--- src/rtl/risk_pkg.sv ---
// -----------------------------------------------------------------------------
// risk_pkg -- shared definitions for the risk alarm block.
//
// Holds the FSM state encoding, the bus/state widths, the default thresholds
// and persistence depth, and a small saturating-increment helper used for the
// ALERT entry counter.
// -----------------------------------------------------------------------------
package risk_pkg;

  localparam int unsigned STATE_W = 2;
  localparam int unsigned RISK_W  = 8;
  localparam int unsigned COUNT_W = 8;

  // Default hysteresis thresholds and persistence depth.
  localparam logic [RISK_W-1:0] DEF_HI_TH   = 8'd170;
  localparam logic [RISK_W-1:0] DEF_LO_TH   = 8'd85;
  localparam int                DEF_PERSIST = 4;

  // Encoding is visible on the state output, so the values are fixed.
  typedef enum logic [STATE_W-1:0] {
    ST_SAFE  = 2'd0,
    ST_WARN  = 2'd1,
    ST_ALERT = 2'd2
  } state_e;

  // Increment that sticks at all-ones instead of wrapping.
  function automatic logic [COUNT_W-1:0] sat_inc(input logic [COUNT_W-1:0] v);
    return (v == {COUNT_W{1'b1}}) ? v : v + {{(COUNT_W-1){1'b0}}, 1'b1};
  endfunction

endpackage : risk_pkg

--- src/rtl/risk_alarm_if.sv ---
// -----------------------------------------------------------------------------
// risk_alarm_if -- sample bus from the fuzzy stage into risk_alarm.
//
// Signals:
//   risk_valid : new risk sample present this cycle (one-cycle pulse)
//   risk[7:0]  : defuzzified risk value
//   ack        : operator acknowledge, level sampled every cycle
//
// Modports:
//   master : the producer (fuzzy stage / operator panel) drives everything
//   slave  : risk_alarm samples everything
// -----------------------------------------------------------------------------
interface risk_alarm_if;
  import risk_pkg::*;

  logic              risk_valid;
  logic [RISK_W-1:0] risk;
  logic              ack;

  modport master (output risk_valid, output risk, output ack);
  modport slave  (input  risk_valid, input  risk, input  ack);

endinterface : risk_alarm_if

--- src/rtl/persist_cnt.sv ---
// -----------------------------------------------------------------------------
// persist_cnt -- persistence counter for the risk alarm FSM.
//
// Counts consecutive qualifying samples. o_term is high when the count already
// holds PERSIST-1 qualifying samples, i.e. the next qualifying sample is the
// PERSIST-th one. The owner is expected to clear on that sample, so in normal
// use the count never goes above PERSIST-1; the increment is additionally
// bounded at PERSIST so the invariant holds even if misused.
//
// Ports:
//   clk     : clock, rising edge
//   rst_n   : asynchronous active-low reset, clears the count
//   i_inc   : count one qualifying sample
//   i_clr   : clear the count (wins over i_inc)
//   o_term  : next qualifying sample completes the persistence run
// -----------------------------------------------------------------------------
module persist_cnt #(
  parameter int PERSIST = 4
) (
  input  logic clk,
  input  logic rst_n,
  input  logic i_inc,
  input  logic i_clr,
  output logic o_term
);

  // Guarded so a bad PERSIST reaches the top-level elaboration error instead
  // of a zero-width vector here.
  localparam int CW = (PERSIST < 1) ? 1 : $clog2(PERSIST + 1);

  localparam logic [CW-1:0] CNT_MAX  = CW'(PERSIST);
  localparam logic [CW-1:0] CNT_TERM = CW'(PERSIST - 1);

  logic [CW-1:0] r_cnt;

  // NOTE: sequential state is written with non-blocking assignments so every
  // register samples pre-edge values, independent of block ordering.
  always_ff @(posedge clk or negedge rst_n) begin
    if (!rst_n) begin
      r_cnt <= '0;
    end else if (i_clr) begin
      r_cnt <= '0;
    end else if (i_inc && (r_cnt != CNT_MAX)) begin
      r_cnt <= r_cnt + 1'b1;
    end
  end

  // With PERSIST=1 the count is always 0 == CNT_TERM, giving single-sample
  // transitions.
  assign o_term = (r_cnt == CNT_TERM);

endmodule : persist_cnt

--- src/rtl/risk_alarm.sv ---
// -----------------------------------------------------------------------------
// risk_alarm -- three-state hysteresis alarm on a stream of risk samples.
//
// SAFE -> WARN on one sample >= LO_TH. WARN -> ALERT after PERSIST consecutive
// samples >= HI_TH. ALERT -> SAFE after PERSIST consecutive samples < LO_TH.
// Cycles without risk_valid are ignored entirely. Every output is a register
// and reflects a sample one cycle after the edge that captured it.
//
// Optional feature (macro RISK_ALARM_PEAK_EN): adds output peak[7:0], the
// largest valid risk seen since reset or the last ack.
//
// Parameters:
//   HI_TH   : alarm-entry threshold (unsigned, reaching it counts)
//   LO_TH   : warn-entry / alarm-release threshold, must be below HI_TH
//   PERSIST : consecutive samples needed to enter and to leave ALERT (>= 1)
//
// Ports:
//   clk           : clock, rising edge
//   rst_n         : asynchronous active-low reset
//   bus           : risk_alarm_if.slave (risk_valid, risk, ack)
//   warn          : state is WARN
//   alarm         : state is ALERT
//   alarm_latched : sticky flag set on each ALERT entry, cleared by ack
//                   outside ALERT
//   state[1:0]    : SAFE=0, WARN=1, ALERT=2
//   alert_count   : number of ALERT entries, saturating at 255
//   peak[7:0]     : (RISK_ALARM_PEAK_EN only) maximum valid risk
// -----------------------------------------------------------------------------
module risk_alarm
  import risk_pkg::*;
#(
  parameter logic [RISK_W-1:0] HI_TH   = DEF_HI_TH,
  parameter logic [RISK_W-1:0] LO_TH   = DEF_LO_TH,
  parameter int                PERSIST = DEF_PERSIST
) (
  input  logic               clk,
  input  logic               rst_n,
  risk_alarm_if.slave        bus,
  output logic               warn,
  output logic               alarm,
  output logic               alarm_latched,
  output logic [STATE_W-1:0] state,
  output logic [COUNT_W-1:0] alert_count
`ifdef RISK_ALARM_PEAK_EN
  ,
  output logic [RISK_W-1:0]  peak
`endif
);

  // ---------------------------------------------------------------------------
  // Parameter sanity: refuse to build a configuration that has no hysteresis
  // or no persistence.
  // ---------------------------------------------------------------------------
  if (PERSIST < 1) begin : g_bad_persist
    $error("risk_alarm: PERSIST must be at least 1");
  end
  if (LO_TH >= HI_TH) begin : g_bad_thresholds
    $error("risk_alarm: LO_TH must be strictly below HI_TH");
  end

  // ---------------------------------------------------------------------------
  // Registers and next-state wires
  // ---------------------------------------------------------------------------
  state_e             r_state;
  logic               r_warn;
  logic               r_alarm;
  logic               r_latched;
  logic [COUNT_W-1:0] r_alert_count;

  state_e             w_next_state;
  logic               w_cnt_inc;
  logic               w_cnt_clr;
  logic               w_cnt_term;
  logic               w_alert_entry;
  logic               w_at_lo;
  logic               w_at_hi;

  // Unsigned compares; equality counts as reaching the threshold.
  assign w_at_lo = (bus.risk >= LO_TH);
  assign w_at_hi = (bus.risk >= HI_TH);

  // ---------------------------------------------------------------------------
  // Persistence counter
  // ---------------------------------------------------------------------------
  persist_cnt #(
    .PERSIST (PERSIST)
  ) u_persist_cnt (
    .clk    (clk),
    .rst_n  (rst_n),
    .i_inc  (w_cnt_inc),
    .i_clr  (w_cnt_clr),
    .o_term (w_cnt_term)
  );

  // ---------------------------------------------------------------------------
  // FSM: next state and counter control
  // ---------------------------------------------------------------------------
  // NOTE: every signal assigned in this block gets a default first, so no path
  // leaves one unassigned and no latch is inferred.
  always_comb begin
    w_next_state = r_state;
    w_cnt_inc    = 1'b0;
    w_cnt_clr    = 1'b0;

    if (bus.risk_valid) begin
      unique case (r_state)
        ST_SAFE: begin
          if (w_at_lo) begin
            w_next_state = ST_WARN;
            w_cnt_clr    = 1'b1;
          end
        end

        ST_WARN: begin
          if (w_at_hi) begin
            // The PERSIST-th consecutive high sample completes the run.
            if (w_cnt_term) begin
              w_next_state = ST_ALERT;
              w_cnt_clr    = 1'b1;
            end else begin
              w_cnt_inc = 1'b1;
            end
          end else if (w_at_lo) begin
            // Mid-band sample breaks the run but keeps WARN.
            w_cnt_clr = 1'b1;
          end else begin
            w_next_state = ST_SAFE;
            w_cnt_clr    = 1'b1;
          end
        end

        ST_ALERT: begin
          if (!w_at_lo) begin
            if (w_cnt_term) begin
              w_next_state = ST_SAFE;
              w_cnt_clr    = 1'b1;
            end else begin
              w_cnt_inc = 1'b1;
            end
          end else begin
            // Anything at or above LO_TH restarts the release run.
            w_cnt_clr = 1'b1;
          end
        end

        default: begin
          w_next_state = ST_SAFE;
          w_cnt_clr    = 1'b1;
        end
      endcase
    end

    w_alert_entry = (w_next_state == ST_ALERT) && (r_state != ST_ALERT);
  end

  // ---------------------------------------------------------------------------
  // State register and registered outputs
  // ---------------------------------------------------------------------------
  always_ff @(posedge clk or negedge rst_n) begin
    if (!rst_n) begin
      r_state <= ST_SAFE;
      r_warn  <= 1'b0;
      r_alarm <= 1'b0;
    end else begin
      r_state <= w_next_state;
      r_warn  <= (w_next_state == ST_WARN);
      r_alarm <= (w_next_state == ST_ALERT);
    end
  end

  // Sticky alarm flag and entry counter. Ack is judged against the current
  // state, so an ack arriving with the sample that leaves ALERT is still
  // ignored; an entry in the same cycle as ack sets the flag.
  always_ff @(posedge clk or negedge rst_n) begin
    if (!rst_n) begin
      r_latched     <= 1'b0;
      r_alert_count <= '0;
    end else begin
      if (w_alert_entry) begin
        r_latched     <= 1'b1;
        r_alert_count <= sat_inc(r_alert_count);
      end else if (bus.ack && (r_state != ST_ALERT)) begin
        r_latched <= 1'b0;
      end
    end
  end

  assign warn          = r_warn;
  assign alarm         = r_alarm;
  assign alarm_latched = r_latched;
  assign state         = r_state;
  assign alert_count   = r_alert_count;

`ifdef RISK_ALARM_PEAK_EN
  // ---------------------------------------------------------------------------
  // Peak tracker: ack restarts tracking, seeded with the coincident sample.
  // ---------------------------------------------------------------------------
  logic [RISK_W-1:0] r_peak;

  always_ff @(posedge clk or negedge rst_n) begin
    if (!rst_n) begin
      r_peak <= '0;
    end else if (bus.ack) begin
      r_peak <= bus.risk_valid ? bus.risk : '0;
    end else if (bus.risk_valid && (bus.risk > r_peak)) begin
      r_peak <= bus.risk;
    end
  end

  assign peak = r_peak;
`endif

endmodule : risk_alarm

--- src/flat_wrapper.sv ---
// flat-port wrapper written by rule: the top's interface ports become plain ports
module risk_alarm_flat import risk_pkg::*;
#(
  parameter logic [RISK_W-1:0] HI_TH   = DEF_HI_TH,
  parameter logic [RISK_W-1:0] LO_TH   = DEF_LO_TH,
  parameter int                PERSIST = DEF_PERSIST
)
  (clk, rst_n, warn, alarm, alarm_latched, state, alert_count, bus_risk_valid, bus_risk, bus_ack);
  risk_alarm_if bus_i ();
  input  logic clk;
  input  logic rst_n;
  output logic warn;
  output logic alarm;
  output logic alarm_latched;
  output logic [STATE_W-1:0] state;
  output logic [COUNT_W-1:0] alert_count;
  input wire logic [$bits(bus_i.risk_valid)-1:0] bus_risk_valid;
  input wire logic [$bits(bus_i.risk)-1:0] bus_risk;
  input wire logic [$bits(bus_i.ack)-1:0] bus_ack;
  assign bus_i.risk_valid = bus_risk_valid;
  assign bus_i.risk = bus_risk;
  assign bus_i.ack = bus_ack;
  risk_alarm #(.HI_TH(HI_TH), .LO_TH(LO_TH), .PERSIST(PERSIST)) u_core (.clk(clk), .rst_n(rst_n), .bus(bus_i), .warn(warn), .alarm(alarm), .alarm_latched(alarm_latched), .state(state), .alert_count(alert_count));
endmodule
--- config.mk ---
export PLATFORM = sky130hd
export DESIGN_NAME = risk_alarm_flat
export DESIGN_NICKNAME = d
export VERILOG_FILES = /design/src/rtl/risk_pkg.sv /design/src/rtl/risk_alarm_if.sv /design/src/rtl/persist_cnt.sv /design/src/rtl/risk_alarm.sv /design/src/flat_wrapper.sv
export SDC_FILE = /design/constraint.sdc
export NUM_CORES = 1
export LEC_CHECK = 0
export CAP_MARGIN = 20
export CORE_UTILIZATION = 35
export CTS_CLUSTER_SIZE = 12
export DETAILED_ROUTE_END_ITERATION = 7
export HOLD_SLACK_MARGIN = 0.15
export MAX_ROUTING_LAYER = met4
export SLEW_MARGIN = 20
export SYNTH_ARGS = -nofsm -noshare
export SYNTH_HDL_FRONTEND = slang
export SYNTH_HIERARCHICAL = 1
export SYNTH_SLANG_ARGS = --single-unit
--- constraint.sdc ---
create_clock -name clk -period 3.18 [get_ports clk]
set_input_delay 0.318 -clock clk [delete_from_list [all_inputs] [get_ports clk]]
set_output_delay 0.318 -clock clk [all_outputs]
set_load 0.02 [all_outputs]
Yosys cells after proc, flatten, opt, wreduce, memory -nomap -nowiden:

Cells that the tools add are included.

* bits in registers: 16
* input bits: 12

* add/subtract/negate cells: 2
* order comparisons: 2
* equal/unequal tests: 8
* mux-type cells: 23
* bitwise gates (word level): 1
* reductions and logical operators: 7

Operators with widths (count)
* $mux W2: 7
* $mux W1: 11
* $add A8 B1 Y8 const B: 1
* $eq A8 B8 Y1 const B: 1
* $ge A8 B7 Y1 const B: 1
* $ge A8 B8 Y1 const B: 1
* $mux W3: 2
* $pmux W2 S3: 1
* $eq A2 B1 Y1 const B: 2
* $eq A2 B2 Y1 const B: 2
* $reduce_bool A2 Y1: 2
* $add A3 B1 Y3 const B: 1
* $eq A3 B2 Y1 const B: 1
* $logic_and A1 B1 Y1: 3
* $ne A3 B3 Y1 const B: 1
* $pmux W1 S3: 1
* $logic_not A2 Y1: 1
* $ne A2 B2 Y1 const B: 1
* $pmux W1 S2: 1
* $reduce_and A2 Y1: 1
* $not A1 Y1: 1

Longest topological paths before layout:

Gate-level depths: netlist (run 1).

* depth in word-level cells: 8
* gate-level depth with buffers: 9
* depth with buffers taken out: 8

Modules after synthesis:

The synthesis (run 1) kept the hierarchy.

Modules (own cells, without submodules)
* risk_alarm: times used 1, cells an instance 88, area an instance 833.3 um^2, sequential area each 325.3 um^2
* persist_cnt: times used 1, cells an instance 18, area an instance 190.2 um^2, sequential area each 75.1 um^2

Least setup slack after synthesis (run 1):

Ideal clock, no wire load.

* kind: register to register
* start: register u_core.r_state[0] (netlist: u_core/state[0])
* end: register u_core.r_alert_count[2] (netlist: u_core/alert_count[2])
* setup time: 0.132 ns
* data arrival time: 2.119 ns
* path slack: 0.929 ns
* stages on the path, launching flop included: 10
* buffers on the path: 1
* period minus slack after synthesis: 2.251 ns
* cells stage by stage: dfrtp_1 > inv_1 > ha_1 > or3b_1 > a211o_1 > o311ai_0 > a21o_1 > buf_4 > nand3_1 > xnor2_1

* longest elaborated chain between the ends: 7
* elaborated cells between the ends (all ways): 15

RTL lines
* from (decl): line risk_alarm.sv:64 `state_e r_state;`
* from (signal assigned): line risk_alarm.sv:165 `r_state <= w_next_state;`
* $mux W2 (on tied branches): line risk_alarm.sv:134, risk_alarm.sv:117, risk_alarm.sv:123
* $mux W2 (on tied branches): line risk_alarm.sv:133, risk_alarm.sv:115
* $pmux W2 S3: line risk_alarm.sv:106 `unique case (r_state)`
* $mux W2: line risk_alarm.sv:105 `if (bus.risk_valid) begin`
* $eq A2 B2 Y1: line risk_alarm.sv:153 `w_alert_entry = (w_next_state == ST_ALERT) && (r_state != ST_ALERT);`
* $logic_and A1 B1 Y1 (*): line risk_alarm.sv:153
* $reduce_and A2 Y1 (no line) (*)
* to (signal assigned): line risk_alarm.sv:181 `r_alert_count <= sat_inc(r_alert_count);`
* to (decl): line risk_alarm.sv:68 `logic [COUNT_W-1:0] r_alert_count;`

Every way passes the cells marked *; elsewhere a longest branch is shown, timed or not.
A chain may end at the register's enable or synchronous reset.

Worst setup path in the final report (run 1):

* start: register u_core.r_state[0] (netlist: u_core/state[0])
* end: register u_core.r_alert_count[1] (netlist: u_core/alert_count[1])

The elaborated chain is that of the path after synthesis.

==> metrics.cfg, run 1 <==
[clocking]
cts_tree = yes
ctsHtreeMaxLevel = 1
cts_num_sinks = 16
cts_resized = 0
post-cts-setup-buffers = 0
clkTransAtPathRegs_ps = 90
cts-root-buf = clkbuf_4
clockBufferDepth = 2
cts_buffers = 3
clk_latency_ps = 280
hold_buffers = 0

[power_and_ir_drop]
leakage_nw = 0.557
total_power_mw = 0.539
switchingPower_mw = 0.189
clkPwrFrac = 0.188
share_comb_of_total_power = 0.375
ir_drop_mv = 0.293
power.density_nw_per_um2 = 409
pwr-share-seq = 0.437
intPower_mw = 0.351
p_sw_frac = 0.350

[floorplanning]
fp.coreArea_um2 = 2760
num_io_pins = 25
die_h_um = 56.1
dieArea_um2 = 3140
die_x_um = 56.1
rows = 19
initial_core_util = 0.371

[critical_path]
arrival_ps = 2650
path_class = flop to flop
critPathMaxFanout = 11
critPathCaptureType = flop
start_kind = flop
crit_required_ps = 3350

[drt]
drt-wirelength-per-cell_um = 12.9
drt-total-wl_um = 2100
vias = 853
via_per_inst = 5.23
drt_pass1_iterations = 6
drtIter0Drc = 32
ant_nets = 0
drc = 0

[placed_design]
dp.cells = 160
portBuffers = 24
gp_congestion = 0.770
placed_area_um2 = 1290
dpl.hpwl_um = 1630
pre_cts_slack_ps = 695

[layout]
layout_commonest_cell = clkdlybuf4s50_1
n_antenna_cell = 0
drive_above_1_share = 0.0606
regArea_um2 = 400
fillers = 271
layout.cells.non_filler = 163
design_area_um2 = 1320
syn_to_final_growth_pct = 28.7
final_util = 0.478
multi_input_area_um2 = 574
final_cell_mix = clkdlybuf4s50_1 (24), dfrtp_1 (16), inv_1 (11)
nets = 154

[sta]
skew_ps = 4.51
slew_violations = 0
period_share = 0.779
slew_headroom = 0.514
tightest_slew_ps = 726
post-route-min-period_ps = 2480
fin_hold_ws_ps = 468
finalSetupViolCount = 0
setup_ws_ps = 702
fmax_mhz = 403
rsz0062_at_grt = false
hold_viol = 0
tns_ps = 0

[synth]
yosysTopAreaCellShare = 0.391
synth_async_sr_flop_share = 1.00
syn_area_per_cell_um2 = 9.66
synthMuxAreaShare = 0.0342
synth_ff_type = dfrtp_1
yosys.area_share.adder = 0.0978
synthesis.nets = 126
syn_inst = 106
ys_seq_area_frac = 0.391
synth_xor_area_frac = 0.0685
synth-edff-count = 0
synth-seq-cells = 16
netlist_top_cells_area = dfrtp_1 (39%), ha_1 (9.8%), xnor2_1 (6.8%), inv_1 (4.0%), nand3_1 (3.9%)
synthesis.area_um2 = 1020
synth_compound_area_frac = 0.156
yosysWarnings = 6
synth_top_family_by_area = simple AND/OR/NAND/NOR gates
yosysTopAreaCell = dfrtp_1
synth.distinct_cells = 33
synth_simple_gate_area_frac = 0.204

[global_route]
grt_pass1_vias = 901
track_usage = 0.151
grt_pass1_wl_um = 3710
antenna_found_initial = 0
grt_overflow = 0
grt_max_degree = 17

[job]
maxCapViolCount = 0

[hold_path]
hp-class = primary input to asynchronous set/reset pin

[outcome]
status = finished clean

[worst max-delay path, stage by stage (launching register included)]
cell and delay [ps]:
dfrtp_1 420, inv_1 80, ha_1 310, or3b_1 380, a211o_1 270, o311ai_0 100
a21o_1 370, nand2_2 120, mux2_4 310
[flip-flops by register name (all words and copies together), names as in the netlist]
register / flops
u_core/warn: 1
u_core/u_persist_cnt/r_cnt: 3
u_core/alarm: 1
u_core/alert_count: 8
u_core/state: 2
u_core/alarm_latched: 1
[path summary, 6_finish.rpt]
check	slack [ps]	cells past startpoint	end	start
worst min register to register	510	1	u_core/alert_count[7]$_DFFE_PN0P_	u_core/alert_count[7]$_DFFE_PN0P_
max in group asynchronous	2260	1	u_core/alert_count[4]$_DFFE_PN0P_	rst_n
worst min-delay path	470	1	u_core/u_persist_cnt/r_cnt[0]$_DFFE_PN0P_	rst_n
worst max-delay path	700	8	u_core/alert_count[1]$_DFFE_PN0P_	u_core/state[0]$_DFF_PN0_
worst max register to register	700	8	u_core/alert_count[1]$_DFFE_PN0P_	u_core/state[0]$_DFF_PN0_
min in group clk	510	1	u_core/alert_count[7]$_DFFE_PN0P_	u_core/alert_count[7]$_DFFE_PN0P_
[cells in the mapped netlist, types with 2 or more instances]
library cell,instances
a21oi_1,4
a211o_1,2
ha_1,8
nor2_1,8
xnor2_1,8
nand2_1,5
nand3_1,8
nand3b_1,2
o21ai_0,7
a31oi_1,2
nor3_1,3
o21ai_1,2
dfrtp_1,16
inv_1,11
mux2i_1,2
[power by group through the flow]
stage / Sequential (mW) / Clock [mW] / Combinational, mW
floorplan: 0.255 / 0 / 0.125
global placement: 0.238 / 0 / 0.200
detailed placement: 0.241 / 0 / 0.204
CTS: 0.236 / 0.107 / 0.204
global route: 0.240 / 0.113 / 0.224
finish: 0.236 / 0.101 / 0.202
[area by class of cell]
cell class / count / share of cell area
repair buffers: 24 / 0.182
well taps: 31 / 0.0294
flip-flops and latches: 16 / 0.304
clock buffers: 3 / 0.0171
multi-input cells: 78 / 0.436
inverters: 11 / 0.0313
[kinds of logic after synthesis]
family,Yosys count
AOI/OAI and AO/OA,22
xor gates and xnor gates,8
adders and majority gates,8
buffers and inverters,12
DFF,16
muxes,3
and+or+nand+nor,37
[routing by layer]
metal | vias up | track usage | part of all wire
met5 | - | - | 0
met2 | 27 | 0.260 | 0.50
li1 | 424 | - | -
met1 | 400 | 0.178 | 0.44
met3 | 2 | 0.0186 | 0.049
met4 | 0 | 0.0627 | 0.0076
(Power assumes the default switching activity.)
==> run 2, diff against run 1 <==
==> constraint.sdc (replaced) <==
create_clock -name clk -period 2.5 [get_ports clk]
set_input_delay 0.25 -clock clk [delete_from_list [all_inputs] [get_ports clk]]
set_output_delay 0.25 -clock clk [all_outputs]
set_load 0.02 [all_outputs]
==> metrics.cfg, run 2 (synthesis gave the netlist of run 1 again) <==
[critical_path]
critPathMaxFanout = 6  ; -5
arrival_ps = 2490  ; -160 ps
crit_required_ps = 2660  ; -690 ps
path_class = flop to flop
start_kind = flop
critPathCaptureType = flop
r2r_slack_ps = 170  ; -530 ps
r2r_start = u_core/u_persist_cnt/r_cnt[0]$_DFFE_PN0P_
startpoint = u_core/u_persist_cnt/r_cnt[0]$_DFFE_PN0P_

[layout]
final_util = 0.496  ; +0.0186
nets = 159  ; +3.2%
layout_commonest_cell = clkdlybuf4s50_1
syn_to_final_growth_pct = 33.7
largest_reg_flops = 8  ; unchanged
n_antenna_cell = 0  ; unchanged
final_cell_mix = clkdlybuf4s50_1 (24), dfrtp_1 (16), inv_1 (11)
drive_above_1_share = 0.101  ; +0.0408
layout.cells.non_filler = 169  ; +3.7%

[global_route]
grt_pass1_wl_um = 3830  ; +3.3%
grt_pass1_vias = 910  ; +1.0%
grt_overflow = 0  ; unchanged
grt_max_degree = 17  ; unchanged
track_usage = 0.159  ; +0.00768
antenna_found_initial = 0  ; unchanged

[drt]
via_per_inst = 5.04  ; -3.8%
ant_nets = 0  ; unchanged
drc = 0  ; unchanged
drtIter0Drc = 11  ; -66%
vias = 851  ; -0.23%
drt_pass1_iterations = 4  ; -2
drt-wirelength-per-cell_um = 13.0  ; +1.0%
drt-total-wl_um = 2200  ; +4.8%

[floorplanning]
dieArea_um2 = 3140  ; unchanged
num_io_pins = 25  ; unchanged
rows = 19  ; unchanged
fp.coreArea_um2 = 2760  ; unchanged
die_x_um = 56.1  ; unchanged
initial_core_util = 0.371  ; unchanged
die_h_um = 56.1  ; unchanged

[placed_design]
dpl.hpwl_um = 1730  ; +6.4%
dp.cells = 163  ; +1.9%
gp_congestion = 0.776  ; +0.78%
pre_cts_slack_ps = 116  ; -579 ps
portBuffers = 24  ; unchanged

[hold_path]
hp-class = primary input to asynchronous set/reset pin

[clocking]
cts_tree = yes
clk_latency_ps = 270  ; about the same
cts_num_sinks = 16  ; unchanged
hold_buffers = 0  ; unchanged
cts_buffers = 3  ; unchanged
ctsHtreeMaxLevel = 1  ; unchanged
cts-root-buf = clkbuf_4
clockBufferDepth = 2  ; unchanged
clkTransAtPathRegs_ps = 90  ; about the same

[sta]
period_share = 0.932  ; +0.153
slew_headroom = 0.545  ; +0.0301
slew_violations = 0  ; unchanged
setup_ws_ps = 170  ; -532 ps
tns_ps = 0  ; unchanged
hold_viol = 0  ; unchanged
skew_ps = 1.77  ; -2.74 ps
post-route-min-period_ps = 2330  ; -148 ps
tightest_slew_ps = 681  ; -45.1 ps
finalSetupViolCount = 0  ; unchanged
fmax_mhz = 429  ; +6.4%

[power_and_ir_drop]
total_power_mw = 0.757  ; +40%
ir_drop_mv = 0.336  ; +15%
power.density_nw_per_um2 = 553  ; +35%
leakage_nw = 0.589  ; +5.8%

[job]
maxCapViolCount = 0  ; unchanged

[outcome]
status = finished clean

## run 2: cell types whose count changed in the layout (fill, tap and decap cells not counted), sizes merged
| cell | delta |
|---|---|
| buf | +5 |
| clkbuf | +1 |
## run 2: routing by layer
layer  wire length (µm)  GRT usage  vias up
li1                   -          -      432
met1                931      0.173      398
met2               1180      0.284       19
met3                 81     0.0279        2
met4                 14     0.0627        0
met5                  0          -        -
## run 2: timing repair
action / 4_1_cts / 5_1_grt
buffers inserted: 0 / 2
gates resized for setup: 0 / 0
endpoints found under the setup margin: 0 / 3
endpoints found under the hold margin: 0 / 0
## run 2: worst max-delay path, cell delays in order, from the launching register on
cell and delay (ps):
dfrtp_1 390, ha_1 180, ha_1 240, or3b_1 360, a211o_1 270, o311ai_0 110, a21o_1 240, buf_4 160
nand3b_1 120, xnor2_1 150
## run 2: worst paths after layout
path	cells after the start	to
setup / recovery	9	u_core/alert_count[3]$_DFFE_PN0P_
hold / removal	1	u_core/alert_count[3]$_DFFE_PN0P_
setup reg to reg	9	u_core/alert_count[3]$_DFFE_PN0P_
hold reg to reg	1	u_core/alert_count[6]$_DFFE_PN0P_
max in group asynchronous	1	u_core/state[1]$_DFF_PN0_
min in group clk	1	u_core/alert_count[6]$_DFFE_PN0P_
## run 2: per-stage QoR
step	area, µm²	hold WS [ps]
floorplan	1020	-45.6
finish	1370	382
global placement	1320	494
CTS	1350	407
detailed placement	1320	493
global route	1370	428
## run 2: report_power, final
| group | leakage [nW] | total [mW] | switching, mW | internal (mW) |
|---|---|---|---|---|
| Clock | 0.0210 | 0.163 | 0.0740 | 0.0885 |
| Combinational | 0.349 | 0.295 | 0.153 | 0.142 |
| Sequential | 0.219 | 0.299 | 0.0180 | 0.281 |
| Total | 0.589 | 0.757 | 0.245 | 0.512 |
## run 2: cell type report
cell class / count / area (µm²)
fillers: 267 / 1390
multi-input cells: 78 / 574
flip-flops and latches: 16 / 400
repair buffers: 29 / 278
inverters: 11 / 41.3
well taps: 31 / 38.8
clock buffers: 4 / 36.3
==> run 3, diff against run 2 <==
--- a/config.mk
+++ b/config.mk
@@ -11,6 +11,7 @@
 export DETAILED_ROUTE_END_ITERATION = 7
 export HOLD_SLACK_MARGIN = 0.15
 export MAX_ROUTING_LAYER = met4
+export SETUP_SLACK_MARGIN = 0.3
 export SLEW_MARGIN = 20
 export SYNTH_ARGS = -nofsm -noshare
 export SYNTH_HDL_FRONTEND = slang
==> metrics.cfg, run 3 (synthesis gave the netlist of run 1 again) <==
[placed_design]
dpl.hpwl_um = 1650  ; -4.7%
gp_congestion = 0.790  ; +1.9%
placed_area_um2 = 1310  ; -0.38%
portBuffers = 24  ; unchanged

[critical_path]
critPathCaptureType = flop
r2r_slack_ps = 350  ; +180 ps
worstRegToRegCells = 8  ; -1
start_kind = flop
crit_path_end = u_core/alert_count[1]$_DFFE_PN0P_
critPathMaxFanout = 8  ; +2
cpMostUsedCell = ha_4
slowest_delay_ps = 420  ; +30 ps
r2r_start = u_core/u_persist_cnt/r_cnt[0]$_DFFE_PN0P_
crit_required_ps = 2680  ; +20 ps
startpoint = u_core/u_persist_cnt/r_cnt[0]$_DFFE_PN0P_
arrival_ps = 2330  ; -160 ps
timing.rr.end = u_core/alert_count[1]$_DFFE_PN0P_
path_class = flop to flop
critPathSlowestCell = dfrtp_2
crit_path_cell_trace = ha_4 > ha_4 > or3b_1 > a211o_1 > o311ai_2 > a21o_2 > nand2_2 > mux2_4

[drt]
drc = 0  ; unchanged
via_per_inst = 5.17  ; +2.6%
drt-wirelength-per-cell_um = 13.0  ; about the same
vias = 894  ; +5.1%
drtIter0Drc = 37  ; +26
drt-total-wl_um = 2260  ; +2.4%
drt_pass1_iterations = 4  ; unchanged
ant_nets = 0  ; unchanged

[sta]
tns_ps = 0  ; unchanged
rsz0062_at_grt = true
tightest_slew_ps = 701  ; +19.7 ps
fin_hold_ws_ps = 381  ; -1.40 ps
finalSetupViolCount = 0  ; unchanged
fmax_mhz = 464  ; +8.2%
slew_violations = 0  ; unchanged
skew_ps = 3.81  ; +2.04 ps
post-route-min-period_ps = 2150  ; -176 ps
period_share = 0.862  ; -0.0704
hold_viol = 0  ; unchanged
slew_headroom = 0.531  ; -0.0131

[global_route]
grt_pass1_wl_um = 3820  ; -0.37%
grt_max_degree = 17  ; unchanged
grt_pass1_vias = 912  ; +0.22%
antenna_found_initial = 0  ; unchanged
grt_overflow = 0  ; unchanged
track_usage = 0.158  ; -0.000689

[layout]
final_cell_mix = clkdlybuf4s50_1 (24), dfrtp_1 (13), inv_1 (11)
syn_to_final_growth_pct = 42.2
drive_above_1_share = 0.190  ; +0.0887
largest_reg_flops = 8  ; unchanged
n_antenna_cell = 0  ; unchanged
layout_commonest_cell = clkdlybuf4s50_1
design_area_um2 = 1460  ; +6.3%
nets = 163  ; +2.5%
fillers = 281  ; +5.2%

[clocking]
clkTransAtPathRegs_ps = 90  ; about the same
cts_tree = yes
cts-root-buf = clkbuf_4
ctsHtreeMaxLevel = 1  ; unchanged
clockBufferDepth = 2  ; unchanged
clk_latency_ps = 290  ; +20 ps
cts_num_sinks = 16  ; unchanged
cts_buffers = 3  ; unchanged

[floorplanning]
fp.coreArea_um2 = 2760  ; unchanged
die_x_um = 56.1  ; unchanged
rows = 19  ; unchanged
num_io_pins = 25  ; unchanged
initial_core_util = 0.371  ; unchanged
dieArea_um2 = 3140  ; unchanged
die_h_um = 56.1  ; unchanged

[power_and_ir_drop]
leakage_nw = 0.603  ; +2.3%
ir_drop_mv = 0.421  ; +25%
power.density_nw_per_um2 = 559  ; +1.1%

[hold_path]
hp-class = primary input to asynchronous set/reset pin

[job]
maxCapViolCount = 0  ; unchanged

[outcome]
status = finished clean

run 3: cell types whose count changed in the layout (fill, tap and decap cells not counted), moves of 2 or more:
cell	delta
ha_1	-3
buf_4	+3
ha_4	+2
dfrtp_1	-3
dfrtp_2	+3
run 3: worst min-delay path by stage:
stage / startpoint / end / slack, ps / cells past startpoint
floorplan: rst_n / u_core/alarm$_DFF_PN0_ / -50 / 0
global placement: u_core/alarm_latched$_DFFE_PN0P_ / u_core/alarm_latched$_DFFE_PN0P_ / 490 / 2
detailed placement: u_core/alert_count[7]$_DFFE_PN0P_ / u_core/alert_count[7]$_DFFE_PN0P_ / 500 / 1
CTS: rst_n / u_core/alert_count[3]$_DFFE_PN0P_ / 400 / 1
global route: rst_n / u_core/alert_count[3]$_DFFE_PN0P_ / 440 / 1
finish: rst_n / u_core/u_persist_cnt/r_cnt[2]$_DFFE_PN0P_ / 380 / 1
run 3: power by group:
group / switching [mW] / internal, mW
registers: 0.0171 / 0.283
clock network: 0.0785 / 0.0887
logic: 0.177 / 0.168
run 3: worst max-delay path, delay by kind of cell (launching register included):
| family | cells | cell delay, ps |
|---|---|---|
| flip-flops | 1 | 420 |
| adder cells (fa/ha/maj) | 2 | 310 |
| multiplexers | 1 | 300 |
| AND/OR/NAND/NOR | 2 | 440 |
| AO/OA/AOI/OAI | 3 | 580 |
run 3: stage by stage:
step | total power [mW] | utilization | setup WS [ps] | std cells
2_1_floorplan | 0.484 | - | 331 | 106
3_3_place_gp | 0.573 | 0.476 | 132 | 162
3_5_place_dp | 0.585 | 0.476 | 22.3 | 162
4_1_cts | 0.810 | 0.520 | 316 | 172
5_1_grt | 0.862 | 0.528 | 234 | 173
6_report | 0.813 | 0.528 | 346 | 173
run 3: routing by layer:
layer | vias up | global-route usage | wire length (µm)
met3 | 4 | 0.0302 | 73
met4 | 0 | 0.0557 | 37
li1 | 440 | - | -
met2 | 21 | 0.284 | 1140
met5 | - | - | 0
met1 | 429 | 0.173 | 1000
run 3: what timing repair did:
item	CTS	global route
setup endpoints to repair	12	5
endpoints found under the hold margin	0	0
hold buffers	0	0
setup buffers	6	1
resized for setup	8	4
pin swaps	6	4
run 3: layout make-up:
cell class | instances | area, µm² | share of cell area
multi-input combinational | 78 | 623 | 0.428
timing repair buffer | 33 | 312 | 0.214
sequential | 16 | 404 | 0.278
clock buffer | 4 | 36.3 | 0.0249
tap | 31 | 38.8 | 0.0267
inverter | 11 | 41.3 | 0.0284
